### src/rtl/signed_seq_divider.sv
// ============================================================================
// Module   : signed_seq_divider
// Purpose  : Sequential two's-complement divider. It runs restoring division
//            on the operand magnitudes at one quotient bit per clock, then
//            applies the sign correction.
// Revision : 1.0 - initial release
// ============================================================================
`default_nettype none

module signed_seq_divider #(
  parameter int WIDTH = 8
) (
  input  logic             clk,
  input  logic             rst_n,
  input  logic             start,
  input  logic [WIDTH-1:0] dividend,
  input  logic [WIDTH-1:0] divisor,
  output logic [WIDTH-1:0] quotient,
  output logic [WIDTH-1:0] remainder,
  output logic             busy,
  output logic             done,
  output logic             div_by_zero,
  output logic             overflow
);

  localparam int                 c_CNT_W    = $clog2(WIDTH + 1);
  localparam logic [c_CNT_W-1:0] c_CNT_INIT = c_CNT_W'(WIDTH);
  localparam logic [c_CNT_W-1:0] c_CNT_ONE  = c_CNT_W'(1);
  localparam logic [WIDTH:0]     c_ONE      = {{WIDTH{1'b0}}, 1'b1};
  localparam logic [WIDTH-1:0]   c_ONE_W    = {{(WIDTH-1){1'b0}}, 1'b1};
  localparam logic [WIDTH-1:0]   c_MOST_NEG = {1'b1, {(WIDTH-1){1'b0}}};

  typedef enum logic [1:0] {
    IDLE = 2'd0,
    CALC = 2'd1,
    FIX  = 2'd2
  } state_t;

  state_t r_state;
  state_t w_next;

  logic [WIDTH:0]     r_rem;
  logic [WIDTH-1:0]   r_quo;
  logic [WIDTH:0]     r_dvs_mag;
  logic [WIDTH-1:0]   r_dvd;
  logic               r_sign_dvs;
  logic [c_CNT_W-1:0] r_cnt;
  logic               r_dbz;
  logic [WIDTH-1:0]   r_quotient;
  logic [WIDTH-1:0]   r_remainder;
  logic               r_busy;
  logic               r_done;
  logic               r_div_by_zero;
  logic               r_overflow;

  logic [WIDTH:0]     w_dvs_ext;
  logic [WIDTH:0]     w_dvs_mag;
  logic [WIDTH-1:0]   w_dvd_mag;
  logic [WIDTH+1:0]   w_shift;
  logic [WIDTH+1:0]   w_diff;
  logic               w_fits;
  logic [WIDTH-1:0]   w_q_fix;
  logic [WIDTH-1:0]   w_r_fix;
  logic               w_ovf;

  // Dividend magnitude fits in WIDTH unsigned bits (2^(WIDTH-1) included);
  // the divisor keeps an extra bit for the trial subtraction.
  assign w_dvs_ext = {divisor[WIDTH-1], divisor};
  assign w_dvs_mag = w_dvs_ext[WIDTH] ? (~w_dvs_ext + c_ONE) : w_dvs_ext;
  assign w_dvd_mag = dividend[WIDTH-1] ? (~dividend + c_ONE_W) : dividend;

  assign w_shift = {r_rem, r_quo[WIDTH-1]};
  assign w_diff  = w_shift - {1'b0, r_dvs_mag};
  assign w_fits  = ~w_diff[WIDTH+1];

  assign w_ovf   = ~r_dbz && (r_dvd == c_MOST_NEG) && r_sign_dvs && (r_dvs_mag == c_ONE);
  assign w_q_fix = r_dbz ? {WIDTH{1'b1}} :
                   (r_dvd[WIDTH-1] ^ r_sign_dvs) ? (~r_quo + c_ONE_W) : r_quo;
  assign w_r_fix = r_dbz ? r_dvd :
                   r_dvd[WIDTH-1] ? (~r_rem[WIDTH-1:0] + c_ONE_W) : r_rem[WIDTH-1:0];

  always_ff @(posedge clk or negedge rst_n) begin
    if (!rst_n) r_state <= IDLE;
    else        r_state <= w_next;
  end

  always_comb begin
    w_next = r_state;
    case (r_state)
      IDLE: if (start) w_next = (divisor == '0) ? FIX : CALC;
      CALC: if (r_cnt == c_CNT_ONE) w_next = FIX;
      FIX:  w_next = IDLE;
      default: w_next = IDLE;
    endcase
  end

  always_ff @(posedge clk or negedge rst_n) begin
    if (!rst_n) begin
      r_rem         <= '0;
      r_quo         <= '0;
      r_dvs_mag     <= '0;
      r_dvd         <= '0;
      r_sign_dvs    <= 1'b0;
      r_cnt         <= '0;
      r_dbz         <= 1'b0;
      r_quotient    <= '0;
      r_remainder   <= '0;
      r_busy        <= 1'b0;
      r_done        <= 1'b0;
      r_div_by_zero <= 1'b0;
      r_overflow    <= 1'b0;
    end else begin
      r_done <= 1'b0;
      case (r_state)
        IDLE: begin
          if (start) begin
            r_dvd         <= dividend;
            r_sign_dvs    <= divisor[WIDTH-1];
            r_dvs_mag     <= w_dvs_mag;
            r_quo         <= w_dvd_mag;
            r_rem         <= '0;
            r_cnt         <= c_CNT_INIT;
            r_dbz         <= (divisor == '0);
            r_busy        <= 1'b1;
            r_div_by_zero <= 1'b0;
            r_overflow    <= 1'b0;
          end
        end
        CALC: begin
          r_rem <= w_fits ? w_diff[WIDTH:0] : w_shift[WIDTH:0];
          r_quo <= {r_quo[WIDTH-2:0], w_fits};
          r_cnt <= r_cnt - c_CNT_ONE;
        end
        FIX: begin
          r_quotient    <= w_q_fix;
          r_remainder   <= w_r_fix;
          r_div_by_zero <= r_dbz;
          r_overflow    <= w_ovf;
          r_busy        <= 1'b0;
          r_done        <= 1'b1;
        end
        default: ;
      endcase
    end
  end

  assign quotient    = r_quotient;
  assign remainder   = r_remainder;
  assign busy        = r_busy;
  assign done        = r_done;
  assign div_by_zero = r_div_by_zero;
  assign overflow    = r_overflow;

endmodule

`default_nettype wire
### config.mk
export PLATFORM = sky130hd
export DESIGN_NAME = signed_seq_divider
export DESIGN_NICKNAME = d
export VERILOG_FILES = /design/src/rtl/signed_seq_divider.sv
export SDC_FILE = /design/constraint.sdc
export NUM_CORES = 1
export LEC_CHECK = 0
export ABC_AREA = 0
export ABC_CLOCK_PERIOD_IN_PS = 3150
export CORE_MARGIN = 3
export CORE_UTILIZATION = 40
export DETAILED_ROUTE_END_ITERATION = 6
export PLACE_DENSITY = 0.57
export REMOVE_ABC_BUFFERS = 1
export SKIP_CTS_REPAIR_TIMING = 1
export SLEW_MARGIN = 40
export SYNTH_ARGS = -nofsm -noshare
export SYNTH_HDL_FRONTEND = slang
export SYNTH_SLANG_ARGS = --single-unit
### constraint.sdc
create_clock -name clk -period 3.15 [get_ports clk]
set_clock_uncertainty 0.15 [all_clocks]
set_input_delay 0.945 -clock clk [delete_from_list [all_inputs] [get_ports clk]]
set_output_delay 0.945 -clock clk [all_outputs]
set_load 0.01 [all_outputs]
== Word level (Yosys, flattened, before mapping) ==
Index checks and enable logic that the tools add are counted.
Operators by class
  add/subtract/negate cells: 6
  eq/ne operators: 7
  muxes and demuxes: 23
  bitwise operators: 7
  reductions and logical operators: 11
Operators with widths (number)
  8-bit 2-to-1 mux: 6
  9-bit 2-to-1 mux: 3
  8-bit by 1-bit adder with 8-bit output (second input constant): 3
  8-bit NOT: 3
  9-bit one-hot mux with 2 select lines: 1
  8-bit one-hot mux with 2 select lines: 1
  10-bit by 9-bit subtractor with 10-bit output: 1
  9-bit by 1-bit adder with 9-bit output (second input constant): 1
  9-bit by 1-bit equality test with 1-bit output (second input constant): 1
  9-bit NOT: 1
  8-bit equality test (second input constant): 1
  8-bit logical NOT: 1
  4-bit one-hot mux with 2 select lines: 1
  2-bit AND reduction: 4
  2-bit 2-to-1 mux: 3
  1-bit one-hot mux with 2 select lines: 3
  4-bit by 1-bit equality test with 1-bit output (second input constant): 1
  4-bit 2-to-1 mux: 1
  2-bit inequality test (second input constant): 2
  2-bit one-hot mux with 2 select lines: 1
  2-bit nonzero test: 2
  4-bit by 1-bit subtractor with 4-bit output (second input constant): 1
  1-bit logical AND: 3
  1-bit 2-to-1 mux: 3
  other kinds (5): 6
Word-level totals
  flip-flop bits (word level): 62
  input bits: 19
  output and inout bits: 20
  word-level logic and storage cells: 68

== Logic depth before layout (Yosys ltp) ==
Gate-level depths: netlist of run 1.
  depth after elaboration: 5
  gate-level depth with buffers: 10
  mapped depth without buffers: 10

== Worst setup path after synthesis of run 1 ==
Ideal clock, no wire load.
  path type: reg2reg
  from: register r_rem[0]
  to: register r_rem[1]
  arrival time: 2029 ps
  data required time: 2863 ps
  path slack: 834 ps
  cell stages (with the launch flop): 9
  clock period less this slack: 2316 ps
  cells stage by stage: dfrtp_1 > ha_1 > nor2b_1 > o2111ai_1 > a31o_2 > a211oi_2 > buf_6 > mux2i_1 > o22ai_1
Between the ends
  word-level cells in the longest chain between the ends: 3
Ends and longest elaborated chain
  start: declaration: RTL line 42  | logic [WIDTH:0] r_rem;
  start signal: assignment: RTL line 130  | r_rem <= w_fits ? w_diff[WIDTH:0] : w_shift[WIDTH:0];
  10-bit by 9-bit subtractor with 10-bit output: RTL line 73  | assign w_diff = w_shift - {1'b0, r_dvs_mag};
  9-bit 2-to-1 mux *: RTL line 130
  9-bit one-hot mux with 2 select lines *: RTL line 114  | case (r_state)
Mark *: on every way between the ends. The rest lies on a longest branch, timed or not.
A chain may end at the register's enable or synchronous reset.

== Final worst setup path of run 1 ==
  from: register r_quo[7]
  to: register r_rem[8]
Between the ends
  word-level cells in the longest chain between the ends: 3
Ends and longest elaborated chain
  start: declaration: RTL line 43  | logic [WIDTH-1:0] r_quo;
  start signal: assignment: RTL line 120  | r_quo <= w_dvd_mag;
  start signal: assignment: RTL line 131  | r_quo <= {r_quo[WIDTH-2:0], w_fits};
  10-bit by 9-bit subtractor with 10-bit output: RTL line 73
  9-bit 2-to-1 mux: RTL line 130
  9-bit one-hot mux with 2 select lines: RTL line 114
No other way between the ends.

==> run_results.csv, run 1 <==
group,metric,value,unit
worst_hold_path,hp-class,"flip-flop to flip-flop",
floorplan,die-area,0.0100,sq mm
floorplan,fp.dieW,100,um
sta,period_share,0.793,
synthesis,synth.most_common_cell,"nand2_1",
sta,rsz0062_at_grt,"no",
synthesis,ys_warn_count,0,
sta,max-slew-margin-rel,0.547,
clock_network,clock_latency,340,ps
synthesis,synth_top_cell_by_area,"dfrtp_1",
cells_and_area,num-fill-cells,838,
worst_setup_path,critPathLaunchType,"flip-flop",
synthesis,netlist_area,0.00355,sq mm
place,dp_hpwl,6390,um
worst_setup_path,worstSetupPathType,"flip-flop to flip-flop",
synthesis,synth_common_cells,"nand2_1 (68), dfrtp_1 (62), nor2_1 (41)",
floorplan,core_area,0.00842,sq mm
synthesis,yosys-top-cells-area,"dfrtp_1 (44%), nand2_1 (7.2%), ha_1 (5.3%), xnor2_1 (5.2%), o21ai_0 (4.5%)",
place,io_buffers,38,
place,place.gp.congestion,0.874,
pwr,power.total,4.55,mW
synthesis,syn_inst,409,
clock_network,clk_pin_slew,70,ps
floorplan,row_count,33,
worst_setup_path,critPathTopFamily,"compound AO/OA/AOI/OAI gates",
clock_network,clk_path_buf_depth,2,
routing,avgRoutedWirePerCell,15.4,um
synthesis,synthArstFlopShare,1.00,
floorplan,start_util,0.422,
cells_and_area,final_nets,479,
worst_setup_path,max_stage_delay,430,ps
worst_setup_path,cp.arrival,2600,ps
worst_hold_path,hold_path_end,"remainder[7]$_DFFE_PN0P_",
worst_hold_path,worstHoldPathCells,2,
clock_network,h-tree-depth,3,
worst_setup_path,reg2regPathDepth,10,
sta,hold_viol,0,
global_route,grt_pass1_vias,2890,
synthesis,synth.distinct_cells,45,
worst_setup_path,worstPathCellList,"inv_1 > ha_1 > inv_1 > fa_1 > a21oi_1 > o22ai_1 > o41ai_1 > xnor2_1 > mux2i_1 > o21ai_0",
pwr,vdd_ir_drop_max,361,uV
floorplan,dieHeight,100,um
pwr,leakagePower,1.87,nW
sta,min_period,2500,ps
global_route,antenna_found_initial,0,
global_route,grt_max_degree,40,
sta,setup_viol,0,
status,status,"complete, no violations",
synthesis,synthAdderAreaFrac,0.0585,
global_route,grt_use_total,0.183,
synthesis,synth_seq_cells,62,
routing,vias,2927,
worst_hold_path,worstHoldStart,"remainder[7]$_DFFE_PN0P_",
sta,max_slew.worst_pin.slew,675,ps
worst_setup_path,required,3250,ps
routing,drtPass1Iterations,4,
clock_network,cts-buffers-inserted,9,
cells_and_area,drive_above_1_share,0.0490,
routing,final_antenna_net_count,0,
synthesis,synthSimpleGateAreaFrac,0.182,
worst_setup_path,end_kind,"flip-flop",
worst_setup_path,r2r-end,"r_rem[8]$_DFFE_PN0P_",
routing,via_per_inst,5.28,
job,cap_violations,0,
sta,setup_tns,0,ps
pwr,power.density,1090,mW/mm^2
routing,drt_iter0_drc,136,
sta,maxSlewViolCount,0,
synthesis,avgSynthCellArea,8.68,sq um
sta,max_freq,400,MHz
cells_and_area,area_delta_synth_final,17.9,%
cells_and_area,diodes,0,
synthesis,synth_xor_area_frac,0.0715,
synthesis,synth.mux.area_fraction,0.0338,
synthesis,synth_edf_count,0,
synthesis,seq_area_frac_synth,0.437,
synthesis,synth.top_cell.area_share,0.437,
worst_setup_path,worst-path-stages,10,
clock_network,cts_tree,"built",
floorplan,io_pins,39,
worst_setup_path,worst-r2r-setup-slack,650,ps
worst_setup_path,path_common_cell,"inv_1",
worst_setup_path,crit_fanout,4,
worst_setup_path,path_buf_inv,2,
global_route,grt_first_pass_wirelength,14600,um
synthesis,synth_top_family_by_area,"simple AND/OR/NAND/NOR gates",
worst_setup_path,slowest_stage,"dfrtp_1",
routing,wl,8540,um
routing,drcViolationCount,0,
synthesis,synth_compound_area_frac,0.165,
global_route,grt_overflow,0,
worst_setup_path,r2r-start,"r_quo[7]$_DFFE_PN0P_",
clock_network,cts_sinks,62,
clock_network,root_buffer,"clkbuf_8",
synthesis,synthFlopType,"dfrtp_1",
-- registers in the layout (all words and copies together), names as in the netlist --
register,flops
busy,1
div_by_zero,1
done,1
overflow,1
quotient,8
r_cnt,4
r_dbz,1
r_dvd,8
r_dvs_mag,9
r_quo,8
r_rem,9
r_sign_dvs,1
r_state,2
remainder,8
-- area by class of cell --
cell class                 count  area [sq um]  share of cell area
inverter                      28           105              0.0251
multi-input combinational    300          1820               0.434
clock buffer                  12           135              0.0323
sequential                    62          1550               0.370
clock inverter                 4          23.8             0.00568
tap                          105           131              0.0314
timing repair buffer          43           425               0.102
-- kinds of logic after synthesis --
group / Yosys count
xor+xnor: 29
buf+inv: 47
mux: 12
simple gates: 147
compound gates: 96
flops: 62
fa+ha+maj: 16
-- worst reg2reg max path, cell delays in order (launching register included) --
cell and delay, ps:
dfrtp_1 430, inv_1 80, ha_1 170, inv_1 60, fa_1 400, a21oi_1 220
o22ai_1 150, o41ai_1 360, xnor2_1 170, mux2i_1 80, o21ai_0 150
-- how the worst max path moves through the flow --
stage	to	startpoint	slack, ps
after global placement	r_dvs_mag[7]$_DFFE_PN0P_	start	400
after CTS	r_rem[8]$_DFFE_PN0P_	r_quo[7]$_DFFE_PN0P_	650
after floorplan	r_rem[1]$_DFFE_PN0P_	r_rem[0]$_DFFE_PN0P_	600
after detailed placement	r_cnt[3]$_DFFE_PN0P_	start	420
final	r_rem[8]$_DFFE_PN0P_	r_quo[7]$_DFFE_PN0P_	650
after global routing	r_rem[8]$_DFFE_PN0P_	r_quo[7]$_DFFE_PN0P_	450
-- placed cells by master, fill, tap and decap left out, types with 4 or more instances in the layout --
cell type	netlist	final
nor3_1	4	4
nand2_1	68	68
or3_1	4	4
dfrtp_1	62	62
xor2_1	8	8
nand3_1	5	5
a21oi_1	16	16
clkbuf_8	0	9
mux2i_1	12	12
buf_4	0	4
nor2_1	41	41
nor4_1	4	4
ha_1	15	15
o31ai_1	7	7
a31oi_1	11	11
nand2b_1	6	6
xnor2_1	21	21
clkdlybuf4s50_1	0	37
nor2b_1	5	5
o21ai_1	4	4
o21ai_0	32	32
a22oi_1	4	4
inv_1	28	28
o22ai_1	7	7
-- routing by layer --
layer	global-route usage	wire, um
met1	0.259	4250
met2	0.286	3860
met3	0.0299	293
met5	0	0
met4	0.0622	145
-- through the flow --
stage               hold WS [ps]  setup slack [ps]  utilization  instance area (sq um)  std cells
floorplan                    300               597            -                   3470        390
global placement             312               404        0.478                   4030        538
detailed placement           322               419        0.478                   4030        538
CTS                          339               651        0.497                   4190        554
global route                 357               448        0.497                   4190        554
finish                       331               651        0.497                   4190        554
-- report_power, final --
group          internal (mW)  leakage (nW)  total, mW  switching [mW]
clock network          0.284        0.0841      0.602           0.318
logic                   1.15          1.02       2.40            1.25
registers               1.16         0.766       1.54           0.387
total                   2.59          1.87       4.55            1.95
(Power assumes the default switching activity.)
==> inputs of run 2 (changes only) <==
--- a/config.mk
+++ b/config.mk
@@ -6,7 +6,7 @@
 export NUM_CORES = 1
 export LEC_CHECK = 0
 export ABC_AREA = 0
-export ABC_CLOCK_PERIOD_IN_PS = 3150
+export ABC_CLOCK_PERIOD_IN_PS = 2500
 export CORE_MARGIN = 3
 export CORE_UTILIZATION = 40
 export DETAILED_ROUTE_END_ITERATION = 6
==> constraint.sdc (replaced) <==
create_clock -name clk -period 2.5 [get_ports clk]
set_clock_uncertainty 0.15 [all_clocks]
set_input_delay 0.75 -clock clk [delete_from_list [all_inputs] [get_ports clk]]
set_output_delay 0.75 -clock clk [all_outputs]
set_load 0.01 [all_outputs]
==> run 2 against run 1 <==
Net effect:
- fmax up 4.4%
- global-route usage down 0.22 points
- hold slack worse by 85 ps
- critical endpoint is now r_rem[2]$_DFFE_PN0P_
- largest cell class unchanged
==> run_results.csv, run 2 (same netlist as run 1, synthesis figures left out) <==
group,metric,value,unit
cells_and_area,top_regs,"r_dvs_mag: 9 flops, r_rem: 9 flops",
clock_network,root_buffer,"clkbuf_8",
global_route,grt_pass1_vias,2933,
worst_setup_path,required,2540,ps
routing,drt_iter0_drc,110,
cells_and_area,diodes,0,
worst_setup_path,critPathLaunchType,"flip-flop",
floorplan,io_pins,39,
clock_network,cts_tree,"built",
worst_setup_path,r2r-start,"r_dvs_mag[1]$_DFFE_PN0P_",
sta,rsz0062_at_grt,"yes",
global_route,grt_max_degree,63,
place,dp_hpwl,6480,um
sta,period_share,0.957,
sta,min_period,2390,ps
job,cap_violations,0,
global_route,grt_first_pass_wirelength,14500,um
status,status,"complete, no violations",
clock_network,clk_pin_slew,80,ps
cells_and_area,mostFrequentLayoutCell,"nand2_1",
routing,wl,8720,um
clock_network,clk_path_buf_depth,2,
sta,hold_ws,246,ps
cells_and_area,area_delta_synth_final,23.5,%
global_route,antenna_found_initial,0,
worst_setup_path,worstPathCellList,"inv_1 > ha_1 > nor2b_2 > o2111ai_2 > a31o_2 > a211oi_2 > buf_12 > mux2i_1 > o21ai_0",
routing,final_antenna_net_count,0,
worst_setup_path,max_stage_delay,380,ps
pwr,leakagePower,1.99,nW
worst_hold_path,hp-class,"input port to async pin",
place,io_buffers,38,
cells_and_area,drive_above_1_share,0.100,
clock_network,cts_sinks,62,
routing,drcViolationCount,0,
sta,max_slew.worst_pin.slew,615,ps
floorplan,dieHeight,100,um
sta,setup_viol,0,
clock_network,h-tree-depth,3,
routing,vias,3046,
clock_network,clock_latency,340,ps
floorplan,fp.dieW,100,um
sta,hold_viol,0,
floorplan,start_util,0.422,
cells_and_area,final_cell_mix,"nand2_1 (68), dfrtp_1 (62), nor2_1 (41)",
routing,via_per_inst,5.32,
cells_and_area,final_nets,498,
worst_setup_path,worstSetupPathType,"flip-flop to flip-flop",
sta,max-slew-margin-rel,0.590,
floorplan,row_count,33,
worst_setup_path,startpoint,"r_dvs_mag[1]$_DFFE_PN0P_",
worst_setup_path,slowest_stage,"dfrtp_1",
sta,max_freq,418,MHz
floorplan,core_area,0.00842,sq mm
global_route,grt_use_total,0.181,
worst_setup_path,cp.arrival,2430,ps
global_route,grt_overflow,0,
place,place.gp.congestion,0.833,
routing,avgRoutedWirePerCell,15.2,um
routing,drtPass1Iterations,4,
pwr,power.density,1380,mW/mm^2
sta,maxSlewViolCount,0,
worst_setup_path,crit_fanout,12,
pwr,vdd_ir_drop_max,427,uV
pwr,power.total,6.05,mW
floorplan,die-area,0.0100,sq mm
worst_setup_path,end_kind,"flip-flop",
clock_network,cts-buffers-inserted,9,
run 2: changes by cell type in the layout (fill, tap and decap cells not counted), sizes merged:
cell      delta
clkbuf       -3
clkinvlp     +1
inv          +1
clkinv       +1
buf         +19
run 2: power by group:
group / switching, mW / internal [mW]
registers: 0.396 / 1.46
logic: 1.76 / 1.66
clock network: 0.425 / 0.360
run 2: layout make-up:
| class | count | area [sq um] |
|---|---|---|
| clock inverters | 7 | 48.8 |
| clock buffers | 9 | 124 |
| well taps | 105 | 131 |
| fillers | 829 | 4040 |
| multi-input cells | 300 | 1830 |
| repair buffers | 62 | 593 |
| inverters | 28 | 105 |
| flip-flops and latches | 62 | 1550 |
run 2: critical path: cells and delay by family, from the launching register on:
kind	cells	cell delay [ps]
flops	1	380
buf+inv	2	270
mux	1	210
compound gates	4	780
fa+ha+maj	1	270
simple gates	1	180
run 2: per-layer routing:
layer / part of all wire / global-route usage
met1: 0.50 / 0.258
met2: 0.46 / 0.284
met3: 0.028 / 0.0208
met4: 0.013 / 0.0663
met5: 0 / 0
run 2: final timing paths:
kind                       depth (start not counted)                       end  slack [ps]
setup / recovery                                   9      r_rem[2]$_DFFE_PN0P_         110
hold / removal                                     2  remainder[0]$_DFFE_PN0P_         250
setup reg to reg                                   9      r_rem[2]$_DFFE_PN0P_         110
hold reg to reg                                    2  remainder[7]$_DFFE_PN0P_         330
max in group asynchronous                          2  r_dvs_mag[7]$_DFFE_PN0P_        1660
min in group clk                                   2  remainder[7]$_DFFE_PN0P_         330
run 2: through the flow:
step | setup TNS (ps) | util | setup slack [ps] | instances | instance area [sq um]
final | 0 | 0.521 | 106 | 573 | 4390
after global routing | -96.1 | 0.521 | -65.9 | 573 | 4390
after CTS | 0 | 0.519 | 60.7 | 573 | 4370
after detailed placement | 0 | 0.498 | 66.2 | 557 | 4200
after global placement | 0 | 0.498 | 88.2 | 557 | 4200
after floorplan | -221 | - | -52.8 | 390 | 3470
